$ cat config.mk
export PLATFORM = sky130hd
export DESIGN_NAME = branch_resolve
export DESIGN_NICKNAME = d
export VERILOG_FILES = /design/src/rtl/bp_pkg.sv /design/src/rtl/pred_pipe_reg.sv /design/src/rtl/branch_resolve.sv
export SDC_FILE = /design/constraint.sdc
export NUM_CORES = 1
export LEC_CHECK = 0
export CAP_MARGIN = 20
export CORE_MARGIN = 2
export CORE_UTILIZATION = 28
export DETAILED_ROUTE_END_ITERATION = 8
export PLACE_DENSITY = 0.57
export SLEW_MARGIN = 20
export SYNTH_ARGS = -nofsm -noshare
export SYNTH_HDL_FRONTEND = slang
export SYNTH_HIERARCHICAL = 1
export SYNTH_SLANG_ARGS = --single-unit
$ cat constraint.sdc
create_clock -name clk -period 5.8 [get_ports clk]
set_input_delay 0.58 -clock clk [delete_from_list [all_inputs] [get_ports clk]]
set_output_delay 0.58 -clock clk [all_outputs]
set_load 0.1 [all_outputs]
$ cat src/rtl/bp_pkg.sv
// bp_pkg: shared branch-prediction entry type, resolve FSM states and instruction size
package bp_pkg;
  localparam int BP_MAX_ADDR = 64;
  localparam int INSN_BYTES = 4;
  typedef struct packed {
    logic                   valid;
    logic [BP_MAX_ADDR-1:0] pc;
    logic                   taken;
    logic [BP_MAX_ADDR-1:0] target;
  } pred_entry_t;
  typedef enum logic {RS_IDLE, RS_REDIRECT} resolve_state_t;
endpackage

$ cat src/rtl/pred_pipe_reg.sv
// pred_pipe_reg: one prediction pipeline register; flush clears, stall holds, else loads
// Ports: clk, rst (async, active-high), stall_i, flush_i, d_i (next entry), q_o (held entry)
module pred_pipe_reg
  import bp_pkg::*;
(
  input  logic        clk,
  input  logic        rst,
  input  logic        stall_i,
  input  logic        flush_i,
  input  pred_entry_t d_i,
  output pred_entry_t q_o
);
  pred_entry_t q_q, q_d;
  always_comb q_d = flush_i ? '0 : stall_i ? q_q : d_i;
  always_ff @(posedge clk or posedge rst)
    if (rst) q_q <= '0;
    else q_q <= q_d;
  assign q_o = q_q;
endmodule

$ cat src/rtl/branch_resolve.sv
// branch_resolve: checks IF-stage predictions against EXE outcomes, trains the predictor, redirects fetch
// Ports: clk, rst (async, active-high); IF prediction pc_if/jump_if/pc_target_if/if_valid;
//   stall_id/stall_exe hold the IF/ID and ID/EXE registers; EXE outcome exe_valid/pc_exe/is_jump_exe/
//   jump_exe/pc_target_exe; training upd_*; fetch redirect handshake redirect_valid/redirect_pc/
//   redirect_ready; squash flush_id/flush_exe.
// Optional: BRANCH_RESOLVE_STATS_EN adds saturating stat_branches/stat_mispredicts counters.
module branch_resolve
  import bp_pkg::*;
#(
  parameter int ADDR_WIDTH = 64
) (
  input  logic                  clk,
  input  logic                  rst,
  input  logic [ADDR_WIDTH-1:0] pc_if,
  input  logic                  jump_if,
  input  logic [ADDR_WIDTH-1:0] pc_target_if,
  input  logic                  if_valid,
  input  logic                  stall_id,
  input  logic                  stall_exe,
  input  logic                  exe_valid,
  input  logic [ADDR_WIDTH-1:0] pc_exe,
  input  logic                  is_jump_exe,
  input  logic                  jump_exe,
  input  logic [ADDR_WIDTH-1:0] pc_target_exe,
  output logic                  upd_valid,
  output logic [ADDR_WIDTH-1:0] upd_pc,
  output logic [ADDR_WIDTH-1:0] upd_target,
  output logic                  upd_taken,
  output logic                  redirect_valid,
  output logic [ADDR_WIDTH-1:0] redirect_pc,
  input  logic                  redirect_ready,
  output logic                  flush_id,
  output logic                  flush_exe
`ifdef BRANCH_RESOLVE_STATS_EN
  ,
  output logic [31:0]           stat_branches,
  output logic [31:0]           stat_mispredicts
`endif
);
  typedef logic [ADDR_WIDTH-1:0] addr_t;
  resolve_state_t state_q, state_d;
  pred_entry_t if_entry, ifid_q, idexe_d, idexe_q;
  addr_t pred_pc, pred_target, correct_pc, redirect_pc_q, redirect_pc_d;
  addr_t upd_pc_q, upd_pc_d, upd_target_q, upd_target_d;
  logic upd_valid_q, upd_valid_d, upd_taken_q, upd_taken_d;
  logic resolve, train, mispredict, flush;
  always_comb begin
    if_entry = '{valid: if_valid, pc: BP_MAX_ADDR'(pc_if), taken: jump_if,
                 target: BP_MAX_ADDR'(pc_target_if)};
    idexe_d = ifid_q;
    idexe_d.valid = ifid_q.valid && !stall_id;
  end
  pred_pipe_reg u_ifid (
    .clk(clk), .rst(rst), .stall_i(stall_id), .flush_i(flush), .d_i(if_entry), .q_o(ifid_q)
  );
  pred_pipe_reg u_idexe (
    .clk(clk), .rst(rst), .stall_i(stall_exe), .flush_i(flush), .d_i(idexe_d), .q_o(idexe_q)
  );
  always_comb begin
    pred_pc = addr_t'(idexe_q.pc);
    pred_target = addr_t'(idexe_q.target);
    resolve = exe_valid && idexe_q.valid && state_q == RS_IDLE;
    train = resolve && is_jump_exe;
    // a pc mismatch means the predicted path is wrong, so it redirects like any other mispredict
    mispredict = resolve && ((pc_exe != pred_pc)
               || (is_jump_exe ? idexe_q.taken != jump_exe : idexe_q.taken)
               || (idexe_q.taken && jump_exe && pred_target != pc_target_exe));
    correct_pc = jump_exe ? pc_target_exe : pc_exe + addr_t'(INSN_BYTES);
    flush = mispredict || state_q == RS_REDIRECT;
    state_d = mispredict ? RS_REDIRECT
            : (state_q == RS_REDIRECT && redirect_ready) ? RS_IDLE : state_q;
    redirect_pc_d = mispredict ? correct_pc : redirect_pc_q;
    upd_valid_d = train;
    upd_pc_d = train ? pc_exe : upd_pc_q;
    upd_target_d = train ? pc_target_exe : upd_target_q;
    upd_taken_d = train ? jump_exe : upd_taken_q;
  end
  always_ff @(posedge clk or posedge rst)
    if (rst) begin
      state_q <= RS_IDLE;
      redirect_pc_q <= '0;
      upd_valid_q <= 1'b0;
      upd_pc_q <= '0;
      upd_target_q <= '0;
      upd_taken_q <= 1'b0;
    end else begin
      state_q <= state_d;
      redirect_pc_q <= redirect_pc_d;
      upd_valid_q <= upd_valid_d;
      upd_pc_q <= upd_pc_d;
      upd_target_q <= upd_target_d;
      upd_taken_q <= upd_taken_d;
    end
  assign upd_valid = upd_valid_q;
  assign upd_pc = upd_pc_q;
  assign upd_target = upd_target_q;
  assign upd_taken = upd_taken_q;
  assign redirect_valid = state_q == RS_REDIRECT;
  assign redirect_pc = redirect_pc_q;
  assign flush_id = flush;
  assign flush_exe = flush;
`ifdef BRANCH_RESOLVE_STATS_EN
  logic [31:0] stat_br_q, stat_br_d, stat_mis_q, stat_mis_d;
  always_comb begin
    stat_br_d = (train && ~&stat_br_q) ? stat_br_q + 32'd1 : stat_br_q;
    stat_mis_d = (mispredict && ~&stat_mis_q) ? stat_mis_q + 32'd1 : stat_mis_q;
  end
  always_ff @(posedge clk or posedge rst)
    if (rst) begin
      stat_br_q <= '0;
      stat_mis_q <= '0;
    end else begin
      stat_br_q <= stat_br_d;
      stat_mis_q <= stat_mis_d;
    end
  assign stat_branches = stat_br_q;
  assign stat_mispredicts = stat_mis_q;
`endif
endmodule
---- Word level (Yosys, flattened, before mapping) ----
Index checks and enable logic that the tools add are counted.
storage, ports and cells
  flip-flop bits (word level) ............. 455
  logic and storage cells ................. 42
  bits of input ports ..................... 266
cells by class
  bitwise gates (word level) .............. 1
  equal/unequal tests ..................... 5
  reduce and logical (&&, ||, !) cells .... 13
  add/sub/neg operators ................... 1
  multiplexer cells ....................... 8
operators by type and width
  kind                   count
  $mux 130               4
  $ne 64x64->1           2
  $add 64x3->64 const B  1
  $mux 64                1
  $logic_and 1x1->1      8
  $ne 2x1->1 const B     2
  $logic_or 1x1->1       3
  $mux 1                 3
  $reduce_bool 2->1      1
  $logic_not 1->1        1
  $ne 1x1->1             1
  $not 1->1              1

---- Depth between registers and ports, before layout ----
Gate-level depths: netlist of the first run.
  depth in word-level cells ............... 7
  depth in mapped cells ................... 10
  depth with buffers taken out ............ 8

---- By module ----
Netlist of the first run, hierarchy kept.
by module, submodules not included
  module          area an instance (sq um)  cells each  instances
  pred_pipe_reg   5350.1                    420         2
  branch_resolve  10590.2                   937         1

---- Least setup slack after synthesis of the first run ----
Ideal clock, no wire load.
  path type ............................... input -> output
  start point ............................. input port pc_exe[23]
  end point ............................... output port flush_id
  required time ........................... 5220 ps
  stages .................................. 8
  arrival time ............................ 4318 ps
  path slack .............................. 902 ps
  path buffers ............................ 2
  path through ............................ clkbuf_1 xnor2_1 nand4_1 nor4_1 nand4_1 a2111oi_4 o21ai_0 buf_4
on the way
  longest elaborated chain between the ends .. 5
ends and longest elaborated chain
  element            line                  source
  from (decl)        branch_resolve.sv:21  input logic [ADDR_WIDTH-1:0] pc_exe,
  $ne 64x64->1       branch_resolve.sv:65  mispredict = resolve && ((pc_exe != pred_pc)
  $logic_or 1x1->1   branch_resolve.sv:66  || (is_jump_exe ? idexe_q.taken != jump_exe : idexe_q.taken)
  $logic_or 1x1->1   branch_resolve.sv:67  || (idexe_q.taken && jump_exe && pred_target != pc_target_exe));
  $logic_and 1x1->1  branch_resolve.sv:65
  $logic_or 1x1->1   branch_resolve.sv:69  flush = mispredict || state_q == RS_REDIRECT;
  to (decl)          branch_resolve.sv:32  output logic flush_id,
Every way passes these cells.

---- Final worst setup path of the first run ----
  start point ............................. input port pc_target_exe[36]
  end point ............................... output port flush_exe
on the way
  longest elaborated chain between the ends .. 5
ends and longest elaborated chain
  element            line                  source
  from (decl)        branch_resolve.sv:24  input logic [ADDR_WIDTH-1:0] pc_target_exe,
  $ne 64x64->1       branch_resolve.sv:67
  $logic_and 1x1->1  branch_resolve.sv:67
  $logic_or 1x1->1   branch_resolve.sv:67
  $logic_and 1x1->1  branch_resolve.sv:65
  $logic_or 1x1->1   branch_resolve.sv:69
  to (decl)          branch_resolve.sv:33  output logic flush_exe
Every way passes these cells.

==> metrics.txt, run 1 <==
Initial Utilization between 20% and 30%; vias per cell around 4.7; CTS H-tree depth 2; Worst VDD drop 0.3778 mV; switching fraction of total power 50.08%; deepest clock path buffer count 3; Final Hold Viols 0; worst path cell trace clkdlybuf4s50_1 > xnor2_1 > nand4_1 > nor4_1 > nand4_1 > a2111oi_4 > o21ai_4 > buf_4; Core Region ~76000 um2; origin of the worst min-delay path upd_pc[6]; reg2reg path depth 8; cell mode on critical path nand4_1; Slew HR 17.93%; Achievable Freq between 200 and 250 MHz; Pwr per Cell Area 628.7 nW/um2; Clock Sinks 455; commonest non-fill, non-tap cells in the layout clkdlybuf4s50_1 (456), dfrtp_1 (455), nor2_1 (282); Tot GR Track Use 19.98%; Remaining DRCs 0; Filler cells 7351; distinct cell type count after synthesis 38; Period Utilization, post-route between 70% and 80%; Worst Setup Start Kind input pin; reg2reg setup slack 1.91 ns; RSZ-0062 raised after global routing no; Async SR Flop Fraction 100.0%; post-synthesis sequential area ratio 53.48%; Crit Path Class in2out; Crit Reg-Reg Endpoint u_idexe/q_o[2]; Net Sw Power around 8.9 mW; reg2reg start u_idexe/q_o[36]; Final setup viols 0; status finished clean; Data arrival, critical path 3.90 ns; Yosys top cell by area dfrtp_1; final HPWL from detailed placement roughly 60 mm; ranking of synthesized cells by area dfrtp_1 (53%), mux2i_1 (12%), mux2_2 (9.8%); Hold Buf Count CTS 0; most common flop cell mapped by yosys dfrtp_1; post-synth top area share between 50 and 60%; Gate power share 51.3%; ratio of cells with drive above 1 in the final layout 13.67%; Avg Cell Area, Syn 11.98 um2; Clk Tree Root Cell clkbuf_16; Slew @ Worst Pin 1.227 ns; CTS tree yes; Util after Layout 37.42%; vias in the first global route 15707; TritonRoute pass-1 iters 5; grt ovf 0; Hold Crit Depth 2; critical path's slowest cell nor4_1; CP endpoint kind output pin; P_int 8.873 mW; total die area 78260 um2; drt wl/cell 24.55 um; # port buffers 462; Num CTS Buffers 54; Total Power 17.78 mW; Seq cells post-synth 455; GPL Wtd Cong 0.8187; initial antenna violation count 19; hold crit path type reg2reg; DRT antenna net count 0; post_cts resized 0; maxcap violations 0; first-pass GRT wire length 113.3 mm; Rows around 100; Leak 12.29 nW; routed via count 15277; shortest period the worst path allows 4.476 ns; commonest non-fill, non-tap cell in the layout clkdlybuf4s50_1; Area growth syn-to-layout 32.80%; hold endpoint upd_pc[6]; I/O pin cnt ~460; Clock Latency Late Sink 0.60 ns; iteration-0 DRC count of the detailed router 913; setup_tns 0 ns; CP max FO 4; clock share of power 19.3%; clock-pin slew on the worst setup and hold paths about 0.06 ns; Setup Buffers After CTS 0; largest net degree at the start of global routing 189; Critical Path Max Stage Delay 0.67 ns; Synthesized Nets 2045; register share of total power 29.4%; Post-Synthesis Cells 1777; Slew Limit Fails 0; Detailed Route WL 79.35 mm; YS warnings 6; die height between 200 and 300 um; Die Width around 280 um; Cell Area, Synth around 21000 um2; Post-synth EDFFs 0; clk_skew around 0.014 ns; WP data required between 5 and 6 ns; Nets 2471
## registers in the layout, indices dropped and copies added (netlist names)
signal and flops:
u_idexe/q_o 130, u_ifid/q_o 130, redirect_pc 64, upd_pc 64
upd_target 64, redirect_valid 1, upd_taken 1, upd_valid 1
## per-stage QoR
stage | std cells | setup WS, ns | hold WS [ns] | area [um2]
CTS | 3222 | 1.202 | 0.4864 | 28240
global placement | 3124 | 1.108 | 0.4706 | 26450
global route | 3228 | 1.194 | 0.5101 | 28260
floorplan | 1777 | 0.9017 | 0.4813 | 21290
finish | 3232 | 1.324 | 0.4839 | 28270
detailed placement | 3124 | 1.110 | 0.4740 | 26450
## kinds of logic (layout without fill, tap and decap cells)
logic type | Yosys count | after routing | synth area share [%]
and+or+nand+nor | 494 | 494 | 10.35
DFF | 455 | 455 | 53.48
muxes | 453 | 453 | 22.43
xor gates and xnor gates | 188 | 188 | 7.734
buffers and inverters | 117 | 585 | 4.178
AOI/OAI and AO/OA | 68 | 68 | 1.710
adders and majority gates | 2 | 2 | 0.1175
other | 0 | 9 | 0
## per-layer routing
metal  vias up  track usage, %  share of wire [%]
met5         -               0              0.089
met4        10           6.307                3.0
met3       116           4.387                5.7
li1       6938               -                  -
met2       452           32.89                 48
met1      7761           26.13                 43
## final cells by class
cell class                      instances  area (um2)  area share, %
Clock buffer                           84        1648          5.828
Clock inverter                         14       135.1         0.4779
Timing Repair Buffer                  477        4770          16.87
Inverter                               10       51.30         0.1814
Sequential cell                       455       11390          40.27
Antenna cell                            9       22.52        0.07965
Tap cell                              978        1224          4.328
Multi-Input combinational cell       1205        9039          31.97
## power by group through the flow
stage / logic, mW / clock network, mW / registers (mW)
after floorplan: 1.92 / 0 / 9.96
final: 9.12 / 3.42 / 5.23
after CTS: 9.20 / 3.52 / 5.24
after global routing: 9.42 / 3.65 / 5.40
after global placement: 9.11 / 0 / 5.24
after detailed placement: 9.18 / 0 / 5.29
## how the worst max path moves through the flow
stage / start / end / slack (ns)
final: pc_target_exe[36] / flush_exe / 1.32
after global routing: pc_target_exe[36] / flush_id / 1.19
after CTS: pc_target_exe[36] / flush_exe / 1.20
after detailed placement: pc_target_exe[36] / redirect_pc[33] / 1.11
after floorplan: pc_exe[23] / flush_id / 0.90
after global placement: pc_target_exe[48] / redirect_pc[33] / 1.11
## Yosys cell counts (2+ instances only)
library cell / number
buf_2: 9
buf_6: 6
nand2_1: 82
mux2i_1: 260
ha_1: 2
nand4_1: 45
o21ai_0: 56
nor3_2: 2
or4_4: 3
nand4_2: 2
buf_12: 22
xor2_1: 36
buf_1: 7
nor3_1: 8
xnor2_1: 152
nor4_1: 17
mux2_1: 7
mux2_2: 186
and3_1: 7
and4_1: 6
nand3_1: 29
or3_1: 3
clkbuf_1: 52
clkbuf_2: 2
nor2_1: 282
buf_4: 9
dfrtp_1: 455
and2_1: 3
inv_1: 9
o21ai_1: 10
## critical path, delay by kind of cell
kind,cells,cell delay [ns]
buffers and inverters,2,0.78
AOI/OAI and AO/OA,2,0.83
xor gates and xnor gates,1,0.46
and+or+nand+nor,3,1.24
Power figures use the tool's default switching activity.
==> run 2: changes to the inputs <==
- PLACE_DENSITY: 0.57 -> 0.55
- clock period: 5.8 -> 4.6 ns (I/O delays scaled with it)
==> run 2 against run 1 <==
Net effect:
- non-clock buffer count up 29
- largest cell class unchanged
- combinational power rose by 27%
- first-iteration DRC count decreased by 2.4%
- sequential share of layout area decreased by 0.44 points
- largest power group unchanged
==> metrics.txt, run 2 (same netlist as run 1, synthesis figures left out) <==
iteration-0 DRC count of the detailed router 891 (-2.4%); Tot GR Track Use 20.26% (+0.28 points); vias in the first global route 16031 (+2.1%); TritonRoute pass-1 iters 5 (unchanged); Num CTS Buffers 54 (unchanged); clock-pin slew on the worst setup and hold paths 0.06 ns (about the same); shortest period the worst path allows 4.243 ns; worst path cell trace clkdlybuf4s50_1 > xnor2_1 > nand4_1 > nor4_1 > nand4_1 > buf_4 > a2111oi_4 > o21ai_4 > buf_12; Nets 2500 (+1.2%); largest net degree at the start of global routing 95 (-50%); Hold Buf Count CTS 0 (unchanged); commonest non-fill, non-tap cells in the layout clkdlybuf4s50_1 (456), dfrtp_1 (455), nor2_1 (282); switching fraction of total power 50.14% (+0.055 points); CTS H-tree depth 2 (unchanged); post_cts resized 0 (unchanged); register share of total power 29.4% (about the same); GPL Wtd Cong 0.8427 (+2.9%); RSZ-0062 raised after global routing no; initial antenna violation count 13 (-6); clk_skew 0.02689 ns (+0.01255 ns); Achievable Freq between 200 and 250 MHz; met3 routed WL 4.006 mm (-11%); Slew HR 20.45% (+2.5 points); met2 wire len 38.97 mm (+2.4%); DP Area 26810 um2 (+1.3%); Rows 101 (unchanged); ratio of cells with drive above 1 in the final layout 14.82% (+1.1 points); Core Region 75570 um2 (unchanged); DRT antenna net count 0 (unchanged); routed via count 15285 (+0.052%); Metal-1 WL 35.07 mm (+2.2%); Die Width 279.8 um (unchanged); critical path's slowest cell nor4_1; deepest clock path buffer count 3 (unchanged); Initial Utilization 28.17% (unchanged); Gate power share 51.6% (+0.3 points); Remaining DRCs 0 (unchanged); Critical Path Max Stage Delay 0.58 ns (-0.09 ns); first-pass GRT wire length 115.1 mm (+1.6%); P_int 11.18 mW (+26%); highest metal layer with signal wires met5; Worst VDD drop 0.6519 mV (+73%); Final setup viols 0 (unchanged); Data arrival, critical path 3.78 ns (-0.12 ns); clock share of power 19.0% (-0.3 points); Worst Setup Start Kind input pin; CP endpoint kind output pin; Setup Buffers After CTS 0 (unchanged); Crit Path Class in2out; status finished clean; Slew Limit Fails 0 (unchanged); PnR worst setup slack 0.3567 ns (-0.9675 ns); finished layout cell area 28590 um2 (+1.1%); Area growth syn-to-layout 34.29%; final HPWL from detailed placement 60.58 mm (+1.8%); DP Worst Slack 0.1673 ns (-0.9426 ns); Net Sw Power 11.24 mW (+26%); Final Hold Viols 0 (unchanged); maxcap violations 0 (unchanged); Slew @ Worst Pin 1.189 ns (-0.03777 ns); total die area 78260 um2 (unchanged); die height 279.8 um (unchanged); Clk Tree Root Cell clkbuf_16; CP max FO 4 (unchanged); vias per cell 4.696 (-0.65%); setup_tns 0 ns (unchanged); Pwr per Cell Area 784.2 nW/um2 (+25%); drt wl/cell 24.68 um (+0.55%); grt ovf 0 (unchanged); CTS tree yes; Period Utilization, post-route about 92%; I/O pin cnt 463 (unchanged); Filler cells 7296 (-0.75%); Detailed Route WL 80.35 mm (+1.3%); Clock Sinks 455 (unchanged); commonest non-fill, non-tap cell in the layout clkdlybuf4s50_1; WP data required 4.14 ns (-1.08 ns); cell mode on critical path nand4_1; Clock Latency Late Sink 0.61 ns (about the same); Leak 12.46 nW (+1.4%); # port buffers 462 (unchanged); hold crit path type in2async
run 2: cell count changes in the layout (fill, tap and decap cells not counted):
cell        delta
clkinvlp_4     +1
clkinv_4       +1
buf_4         +18
buf_12        +10
clkbuf_8       +1
diode_2        -6
clkinv_8       +1
clkbuf_16      -3
clkbuf_1       -1
buf_16         +1
run 2: critical path: cells and delay by family:
kind | cells | cell delay, ns
and+or+nand+nor | 3 | 1.04
buffers and inverters | 3 | 1.00
AOI/OAI and AO/OA | 2 | 0.77
xor gates and xnor gates | 1 | 0.50
run 2: final timing paths:
| path | from | endpoint | slack [ns] | depth (start not counted) |
|---|---|---|---|---|
| min reg2reg | upd_pc[39] | upd_pc[39] | 0.49 | 2 |
| min | rst | u_ifid/q_o[46] | 0.42 | 2 |
| max in group asynchronous | rst | upd_target[33] | 3.06 | 3 |
| max reg2reg | u_idexe/q_o[44] | u_ifid/q_o[9] | 1.04 | 10 |
| min in group clk | jump_exe | redirect_pc[59] | 0.42 | 3 |
| max | pc_target_exe[44] | flush_id | 0.36 | 9 |
run 2: area by class of cell:
type,count,area (um2),area share [%]
sequential,455,11390,39.82
antenna,3,7.507,0.02626
clock inverter,17,167.7,0.5864
multi-input combinational,1205,9039,31.61
clock buffer,81,1583,5.536
timing repair buffer,506,5132,17.95
inverter,10,51.30,0.1794
tap,978,1224,4.280
run 2: metrics by stage:
step / cells / power, mW / hold slack (ns) / utilization (%)
finish: 3255 / 22.42 / 0.4180 / 37.83
global route: 3253 / 23.29 / 0.4075 / 37.83
CTS: 3251 / 22.65 / 0.3764 / 37.79
detailed placement: 3153 / 18.31 / 0.4795 / 35.48
global placement: 3153 / 18.15 / 0.4702 / 35.48
floorplan: 1777 / 14.98 / 0.4813 / -
run 2: routing by layer:
layer / global-route usage, % / vias up
met5: 0 / -
met4: 5.869 / 10
met3: 4.128 / 109
met2: 33.87 / 397
met1: 26.46 / 7774
li1: - / 6995
run 2: power groups by stage:
stage | Clock, mW | Sequential, mW | Combinational [mW]
finish | 4.25 | 6.60 | 11.6
global route | 4.53 | 6.81 | 11.9
CTS | 4.37 | 6.61 | 11.7
detailed placement | 0 | 6.66 | 11.6
global placement | 0 | 6.58 | 11.6
floorplan | 0 | 12.6 | 2.42
==> run 3: changes to the inputs <==
- CTS_BUF_LIST: unset -> sky130_fd_sc_hd__clkbuf_4 sky130_fd_sc_hd__clkbuf_8 sky130_fd_sc_hd__clkbuf_16
- SETUP_SLACK_MARGIN: unset -> 0.05
==> run 3 against run 2 <==
Net effect:
- flip-flop and latch count stayed put
- clock power is 2% higher
- total power is 0.35% higher
- clock-buffer cell count stayed put
- critical path depth stayed put
- hold slack worse by 0.00084 ns
- sequential share of layout area is 0.073 points lower
- sequential power hardly changed
- die area stayed put
- global-route usage hardly changed
- critical endpoint unchanged
- utilization is 0.070 points higher
==> metrics.txt, run 3 (same netlist as run 1, synthesis figures left out) <==
deepest clock path buffer count 3 (unchanged); drt wl/cell 24.62 um (-0.26%); CTS H-tree depth 2 (unchanged); Remaining DRCs 0 (unchanged); grt ovf 0 (unchanged); commonest non-fill, non-tap cell in the layout clkdlybuf4s50_1; cell mode on critical path nand4_1; initial antenna violation count 13 (unchanged); vias per cell 4.700 (about the same); clock-pin slew on the worst setup and hold paths 0.06 ns (about the same); routed via count 15297 (+0.079%); FF+latch area 11390 um2 (unchanged); Critical Path Max Stage Delay 0.60 ns (+0.02 ns); Rows 101 (unchanged); cell total after placement 3153 (unchanged); area of the multi-input gates 9039 um2 (unchanged); Crit Path Class in2out; die height 279.8 um (unchanged); Worst Setup Start Kind input pin; RSZ-0062 raised after global routing no; ratio of cells with drive above 1 in the final layout 15.44% (+0.62 points); Leak 12.50 nW (+0.38%); critical path's slowest cell nor4_1; Crit Reg-Reg Endpoint u_ifid/q_o[9]; worst hold margin 0.4171 ns (-0.0008400 ns); Core Region 75570 um2 (unchanged); reg2reg start u_idexe/q_o[44]; Final Hold Viols 0 (unchanged); Clk Tree Root Cell clkbuf_16; Setup Buffers After CTS 0 (unchanged); Final setup viols 0 (unchanged); Finished Layout Cells 3255 (unchanged); Nets 2500 (unchanged); Tot GR Track Use 20.25% (about the same); Initial Utilization 28.17% (unchanged); Clock Latency Late Sink 0.61 ns (about the same); met2 wire len 38.97 mm (about the same); maxcap violations 0 (unchanged); Num CTS Buffers 54 (unchanged); Hold Buf Count CTS 0 (unchanged); first-pass GRT wire length 115.1 mm (about the same); hold crit path type in2async; Data arrival, critical path 3.80 ns (+0.02 ns); Metal-1 WL 34.60 mm (-1.4%); post_cts resized 0 (unchanged); largest net degree at the start of global routing 95 (unchanged); commonest non-fill, non-tap cells in the layout clkdlybuf4s50_1 (456), dfrtp_1 (455), nor2_1 (282); Worst VDD drop 0.6519 mV (about the same); met3 routed WL 4.348 mm (+8.5%); # port buffers 462 (unchanged); setup_tns 0 ns (unchanged); Achievable Freq 234.7 MHz (-0.41%); Slew HR 20.44% (about the same); Clock Sinks 455 (unchanged); worst path cell trace clkdlybuf4s50_1 > xnor2_1 > nand4_1 > nor4_1 > nand4_1 > buf_4 > a2111oi_4 > o21ai_4 > buf_12; WP data required 4.14 ns (about the same); Detailed Route WL 80.14 mm (-0.26%); Filler cells 7295 (-0.014%); DP Area 26810 um2 (unchanged); Slew @ Worst Pin 1.190 ns (+0.0001301 ns); total die area 78260 um2 (unchanged); shortest period the worst path allows 4.261 ns (+0.01758 ns); Die Width 279.8 um (unchanged); final HPWL from detailed placement 60.58 mm (unchanged); iteration-0 DRC count of the detailed router 886 (-0.56%); Area growth syn-to-layout 34.53%; Period Utilization, post-route 92.63% (+0.38 points); finished layout cell area 28640 um2 (+0.18%); Pwr per Cell Area 785.5 nW/um2 (+0.17%); reg2reg setup slack 1.04 ns (about the same); Util after Layout 37.90% (+0.070 points); TritonRoute pass-1 iters 4 (-1); GPL Wtd Cong 0.8427 (unchanged); reg2reg path depth 10 (unchanged); CTS tree yes; I/O pin cnt 463 (unchanged); CP endpoint kind output pin; clk_skew 0.02621 ns (-0.0006849 ns); status finished clean; DRT antenna net count 0 (unchanged); vias in the first global route 16022 (-0.056%); highest metal layer with signal wires met5; CP max FO 4 (unchanged); Slew Limit Fails 0 (unchanged)
run 3: cell types whose count changed in the layout (fill, tap and decap cells not counted):
cell / previous run / this run
clkbuf_1: 14 / 0
clkbuf_4: 0 / 14
run 3: how the worst max path moves through the flow:
| stage | to | cells past startpoint | startpoint | slack [ns] |
|---|---|---|---|---|
| 2_1_floorplan | u_idexe/q_o[0] | 1 | rst | 0.67 |
| 6_report | flush_id | 9 | pc_target_exe[44] | 0.34 |
| 4_1_cts | flush_id | 9 | pc_target_exe[44] | 0.16 |
| 3_5_place_dp | u_ifid/q_o[18] | 11 | pc_target_exe[44] | 0.17 |
| 3_3_place_gp | flush_exe | 9 | pc_target_exe[44] | 0.19 |
| 5_1_grt | flush_id | 9 | pc_target_exe[44] | 0.24 |
run 3: cell type report:
class / instances / area share, %
clock buffer: 81 / 5.709
antenna: 3 / 0.02621
tap: 978 / 4.272
timing repair buffer: 506 / 17.92
sequential: 455 / 39.75
clock inverter: 17 / 0.5854
inverter: 10 / 0.1791
multi-input combinational: 1205 / 31.56
run 3: stage by stage:
step	setup WS, ns	power, mW
6_report	0.3392	22.50
2_1_floorplan	0.6707	14.98
3_3_place_gp	0.1947	18.15
4_1_cts	0.1631	22.73
3_5_place_dp	0.1673	18.31
5_1_grt	0.2417	23.37
run 3: report_power, final:
group	leakage (nW)	switching, mW	internal, mW	total, mW
clock	0.900	1.76	2.57	4.33
sequential	5.68	0.975	5.62	6.60
combinational	5.93	8.50	3.07	11.6
total	12.5	11.2	11.3	22.5
run 3: critical path: cells and delay by family:
kind | cells | cell delay, ns
AO/OA/AOI/OAI | 2 | 0.76
XOR/XNOR | 1 | 0.49
buffers and inverters | 3 | 0.99
AND/OR/NAND/NOR | 3 | 1.07
run 3: metal layers:
| layer | vias up | GRT usage [%] |
|---|---|---|
| met2 | 440 | 33.94 |
| met1 | 7751 | 26.44 |
| met5 | - | 0 |
| met3 | 107 | 4.120 |
| met4 | 10 | 5.732 |
| li1 | 6989 | - |
